`config.mk`:
```
export PLATFORM = sky130hd
export DESIGN_NAME = cmp_scheduler
export DESIGN_NICKNAME = d
export VERILOG_FILES = /design/src/rtl/cmp_scheduler.sv
export SDC_FILE = /design/constraint.sdc
export NUM_CORES = 1
export LEC_CHECK = 0
export CORE_AREA = 2 2 151 153
export CTS_CLUSTER_DIAMETER = 150
export DETAILED_ROUTE_END_ITERATION = 8
export DIE_AREA = 0 0 153 155
export GPL_TIMING_DRIVEN = 0
export MAX_ROUTING_LAYER = met4
export PLACE_DENSITY = 0.67
export SETUP_SLACK_MARGIN = 0.2
export SLEW_MARGIN = 20
export SYNTH_ARGS = -nofsm -noshare
export SYNTH_HDL_FRONTEND = slang
export SYNTH_SLANG_ARGS = --single-unit
export TNS_END_PERCENT = 5
```
`constraint.sdc`:
```
create_clock -name clk -period 4.9 [get_ports clk]
set_clock_uncertainty 0.1 [all_clocks]
set_input_delay 0.98 -clock clk [delete_from_list [all_inputs] [get_ports clk]]
set_output_delay 0.98 -clock clk [all_outputs]
set_load 0.005 [all_outputs]
```
`src/rtl/cmp_scheduler.sv`:
```
// cmp_scheduler: round-robin sharing of one pipelined FP comparator among
// N_REQ requesters. Each requester may have one comparison in flight; results
// return in issue order with an unordered (NaN) flag.
module cmp_scheduler #(
  parameter int N_REQ = 4,
  parameter int width = 36,
  parameter int LAT   = 3
) (
  input  logic                       clk,
  input  logic                       rst,
  input  logic [N_REQ-1:0]           req_valid,
  input  logic [N_REQ*(width+1)-1:0] req_a,
  input  logic [N_REQ*(width+1)-1:0] req_b,
  output logic [N_REQ-1:0]           req_ready,
  output logic [width:0]             cmp_a,
  output logic [width:0]             cmp_b,
  input  logic                       cmp_le,
  output logic [N_REQ-1:0]           res_valid,
  output logic                       res_le,
  output logic                       res_unord,
  output logic                       busy
);

  localparam int OW = width + 1;
  localparam int IW = (N_REQ > 1) ? $clog2(N_REQ) : 1;

  // Exception field 2'b11 marks NaN in the 11_23 format.
  function automatic logic is_nan(input logic [width:0] v);
    return (v[width -: 2] == 2'b11);
  endfunction

  logic [IW-1:0]    rr_ptr;
  logic [N_REQ-1:0] pending;
  logic [N_REQ-1:0] pending_next;
  logic [N_REQ-1:0] res_onehot;
  logic             grant_vld;
  logic [IW-1:0]    grant_idx;
  logic [IW-1:0]    ptr_next;
  logic [width:0]   sel_a;
  logic [width:0]   sel_b;

  // issue stage: tag travelling with cmp_a/cmp_b
  logic             vld_p0;
  logic [IW-1:0]    idx_p0;
  logic             unord_p0;

  // tag chain: aligned with the comparator's internal stages
  logic [LAT:0]     vld_p1;
  logic [IW-1:0]    idx_p1   [LAT+1];
  logic             unord_p1 [LAT+1];

  // Round-robin search from rr_ptr for a valid requester with nothing in flight
  always_comb begin
    logic [IW-1:0] cand;
    int            j;
    grant_vld = 1'b0;
    grant_idx = '0;
    req_ready = '0;
    sel_a     = '0;
    sel_b     = '0;
    cand      = '0;
    j         = 0;
    for (int k = 0; k < N_REQ; k++) begin
      j = int'(rr_ptr) + k;
      if (j >= N_REQ) j = j - N_REQ;
      cand = IW'(j);
      if (!rst && !grant_vld && req_valid[cand] && !pending[cand]) begin
        grant_vld = 1'b1;
        grant_idx = cand;
      end
    end
    if (grant_vld) req_ready[grant_idx] = 1'b1;
    for (int k = 0; k < N_REQ; k++) begin
      if (grant_idx == IW'(k)) begin
        sel_a = req_a[k*OW +: OW];
        sel_b = req_b[k*OW +: OW];
      end
    end
    ptr_next = (grant_idx == IW'(N_REQ - 1)) ? '0 : grant_idx + 1'b1;
  end

  // In-flight bookkeeping: delivery frees a requester, issue occupies one
  always_comb begin
    pending_next = pending;
    res_onehot   = '0;
    if (vld_p1[LAT]) begin
      pending_next[idx_p1[LAT]] = 1'b0;
      res_onehot[idx_p1[LAT]]   = 1'b1;
    end
    if (grant_vld) pending_next[grant_idx] = 1'b1;
  end

  // ---- stage p0: issue the granted pair to the comparator ----
  always_ff @(posedge clk) begin
    if (rst) begin
      rr_ptr   <= '0;
      pending  <= '0;
      cmp_a    <= '0;
      cmp_b    <= '0;
      vld_p0   <= 1'b0;
      idx_p0   <= '0;
      unord_p0 <= 1'b0;
    end else begin
      vld_p0  <= grant_vld;
      pending <= pending_next;
      if (grant_vld) begin
        cmp_a    <= sel_a;
        cmp_b    <= sel_b;
        idx_p0   <= grant_idx;
        unord_p0 <= is_nan(sel_a) | is_nan(sel_b);
        rr_ptr   <= ptr_next;
      end
    end
  end

  // ---- stage p1: tag chain shadowing the comparator latency ----
  always_ff @(posedge clk) begin
    if (rst) begin
      vld_p1 <= '0;
      for (int k = 0; k <= LAT; k++) begin
        idx_p1[k]   <= '0;
        unord_p1[k] <= 1'b0;
      end
    end else begin
      vld_p1[0]   <= vld_p0;
      idx_p1[0]   <= idx_p0;
      unord_p1[0] <= unord_p0;
      for (int k = 1; k <= LAT; k++) begin
        vld_p1[k]   <= vld_p1[k-1];
        idx_p1[k]   <= idx_p1[k-1];
        unord_p1[k] <= unord_p1[k-1];
      end
    end
  end

  // ---- stage p2: deliver result, forcing le low for unordered pairs ----
  always_ff @(posedge clk) begin
    if (rst) begin
      res_valid <= '0;
      res_le    <= 1'b0;
      res_unord <= 1'b0;
      busy      <= 1'b0;
    end else begin
      res_valid <= res_onehot;
      if (vld_p1[LAT]) begin
        res_le    <= cmp_le & ~unord_p1[LAT];
        res_unord <= unord_p1[LAT];
      end
      busy <= vld_p0 | (|vld_p1) | (|pending);
    end
  end

endmodule

```
==> results_dict.tcl, run 1 <==
set metrics [dict create \
    synth_nets 1066 \
    rr_endpoint "cmp_a[13]$_SDFFE_PP0N_" \
    path_max_fanout 10 \
    cts_buffer_depth 2 \
    rsz0062_at_grt "yes" \
    setup_viol 0 \
    htreeDepth 3 \
    grt_usage 0.2434 \
    drive_gt1_frac 0.1824 \
    dieArea_sq_mm 0.02372 \
    synth_edf_count 0 \
    cts_sinks 107 \
    grt_max_degree 23 \
    drtIter0Drc 382 \
    final_core_util 0.5131 \
    syn-cell-area_sq_mm 0.006761 \
    fin_crit_sh 0.9434 \
    start_util 0.3042 \
    synth.most_common_cell "dfxtp_1" \
    cts_tree "done" \
    worst_slew_pin_slew_ns 1.035 \
    pin_count 388 \
    cp.required_ns 3.82 \
    status "complete, no violations" \
    avgViaCountPerCell 5.147 \
    drc 0 \
    hp-start "unord_p1[2]$_SDFF_PP0_" \
    critPathCaptureType "output port" \
    dpl_cell_area_sq_mm 0.01098 \
    p_per_area_mw_per_mm2 314.0 \
    clkTransAtPathRegs_ns 0.08 \
    whs_ns 0.3412 \
    cp.arrival_ns 3.54 \
    holdPathEnd "unord_p1[3]$_SDFF_PP0_" \
    wl_mm 29.35 \
    path_class "input port to output port" \
    final_area_sq_mm 0.01141 \
    area_growth_pct 68.69 \
    start_kind "input port" \
    ir_worst_vdd_mv 0.1735 \
    grt_pass1_wl_mm 43.41 \
    num_vias 7453 \
    die_w_um 153 \
    syn_inst 759 \
    antenna_found_initial 1 \
    setup_tns_ns 0 \
    post_drt_wl_per_cell_um 20.27 \
    portBuffers 386 \
    max_slew_margin 0.3097 \
    drv_cap 0 \
    synth_seq_area_share 0.3168 \
    reg2reg_depth 14 \
    cts_buffers 9 \
    async_flop_share 0 \
    rows 55 \
    p_leak_nw 4.042 \
    holdPathStages 1 \
    grt_pass1_vias 7602 \
    synth_top_area_cell "dfxtp_1" \
    place_congestion 0.9181 \
    synth-seq-cells 107 \
    ant_nets 0 \
    drtPass1Iterations 5 \
    worstReg2RegStart "rr_ptr[1]$_SDFFE_PP0N_" \
    yosys_warnings 0 \
    netlist_top_cells_area "dfxtp_1 (32%), a211oi_2 (12%), nor3_2 (11%), a221oi_1 (9.2%), nor2b_1 (8.3%)" \
    fmax_mhz 216.3 \
    nFillCells 2172 \
    avgSynthCellArea_sq_um 8.908 \
    core_area_sq_mm 0.02223 \
    die_h_um 155 \
    dp_hpwl_mm 23.53 \
    yosys-top-cells-count "dfxtp_1 (107), nor2b_1 (90), nor2_1 (87)" \
    grt_overflow_total 0 \
    fin_nets 1464 \
    finalMaxSlewViolations 0 \
    hold_viol 0 \
    insertion_delay_ns 0.36 \
    ff2ff_setup_slack_ns 1.47 \
    yosysTopAreaCellShare 0.3168 \
    root_buffer "clkbuf_16" \
    place_ws_ns -0.6010 \
    worstHoldPathType "flop to flop" \
    synthDistinctLibCells 49 \
    yosys_most_used_dff "dfxtp_1" \
    fin_ws_ns 0.2774 \
    period_minus_slack_ns 4.623 \
]
==> per-stage QoR <==
step | total power, W | cells
floorplan | 0.002018 | 759
global placement | 0.002801 | 1430
detailed placement | 0.002814 | 1430
CTS | 0.003604 | 1446
global route | 0.003794 | 1448
finish | 0.003581 | 1448
==> cells by family (layout without fill, tap and decap cells) <==
| logic type | Yosys count | after routing | synth area share |
|---|---|---|---|
| AOI/OAI and AO/OA | 186 | 186 | 0.2596 |
| adders and majority gates | 6 | 6 | 0.01073 |
| buffers and inverters | 84 | 487 | 0.07180 |
| muxes | 2 | 2 | 0.002961 |
| other | 0 | 1 | 0 |
| DFF | 107 | 107 | 0.3168 |
| and+or+nand+nor | 374 | 374 | 0.3381 |
==> placed cells by master, fill, tap and decap left out, drive strengths merged, types with 2 or more instances in the layout <==
cell type,synthesis,layout
a211oi,71,71
a21oi,14,14
a221oi,71,71
a22oi,4,4
a31oi,7,7
and2,3,3
buf,45,47
clkbuf,37,45
clkdlybuf4s50,0,384
clkinv,0,3
dfxtp,107,107
ha,4,4
inv,2,6
maj3,2,2
mux2i,2,2
nand2,20,20
nand2b,5,5
nand3,6,6
nand3b,3,3
nor2,88,88
nor2b,92,92
nor3,148,148
nor3b,2,2
o2111ai,2,2
o21ai,6,6
o22ai,3,3
==> how the worst max path moves through the flow <==
stage	slack [ns]	startpoint	end
global route	0.16	req_valid[1]	req_ready[2]
detailed placement	-0.60	req_valid[1]	req_ready[2]
global placement	-0.60	req_valid[1]	req_ready[2]
CTS	0.15	req_valid[0]	req_ready[2]
finish	0.28	req_valid[1]	req_ready[2]
floorplan	1.15	req_valid[2]	req_ready[2]
==> sequential cells by signal (all words and copies together) (netlist names) <==
register	flops
busy	1
cmp_a	37
cmp_b	37
idx_p0	2
idx_p1	8
pending	4
res_le	1
res_unord	1
res_valid	4
rr_ptr	2
unord_p0	1
unord_p1	4
vld_p0	1
vld_p1	4
==> layer usage <==
metal  global-route usage  wire length [um]  up-vias
li1                     -                 -     3615
met5                    -                 0        -
met2               0.4134             14540      302
met3              0.05515              1853       52
met4              0.07981               849        0
met1               0.2863             12110     3484
==> worst max-delay path, stage by stage <==
cell and delay [ns]:
clkdlybuf4s50_1 0.47, nor2b_4 0.22, nor2_1 0.10, a21oi_1 0.19, o32ai_2 0.11, a31oi_2 0.28, ha_2 0.23, clkbuf_8 0.18
buf_8 0.15, and2_1 0.13, clkdlybuf4s50_1 0.49
==> cell type report <==
cell class / instances / area, sq um / area share
multi-input cells: 568 / 4197 / 0.3679
diodes: 1 / 2.502 / 0.0002194
clock inverters: 7 / 88.84 / 0.007789
plain buffers: 81 / 506.7 / 0.04443
clock buffers: 9 / 225.2 / 0.01975
flip-flops and latches: 107 / 2142 / 0.1878
well taps: 285 / 356.6 / 0.03126
repair buffers: 388 / 3880 / 0.3402
inverters: 2 / 7.507 / 0.0006582
==> where the power goes <==
part | internal (W) | switching [W] | total (W) | leakage, nW
Clock | 0.000372 | 0.000401 | 0.000773 | 0.153
Sequential | 0.00102 | 0.0000819 | 0.00110 | 0.884
Combinational | 0.000907 | 0.000802 | 0.00171 | 3.00
Total | 0.00230 | 0.00128 | 0.00358 | 4.04
==> timing repair <==
item | CTS | global route
cloned | 0 | 0
endpoints found under the setup margin | 3 | 4
buffers inserted | 1 | 1
pin swaps | 0 | 2
hold buffers | 0 | 0
gates resized for setup | 12 | 13
(Power assumes the default switching activity.)
==> run 2: changes to the inputs <==
- CTS_CLUSTER_SIZE: default -> 24
==> results of run 2 <==
No change in the layout: final DEF, timing and power equal those of run 1.
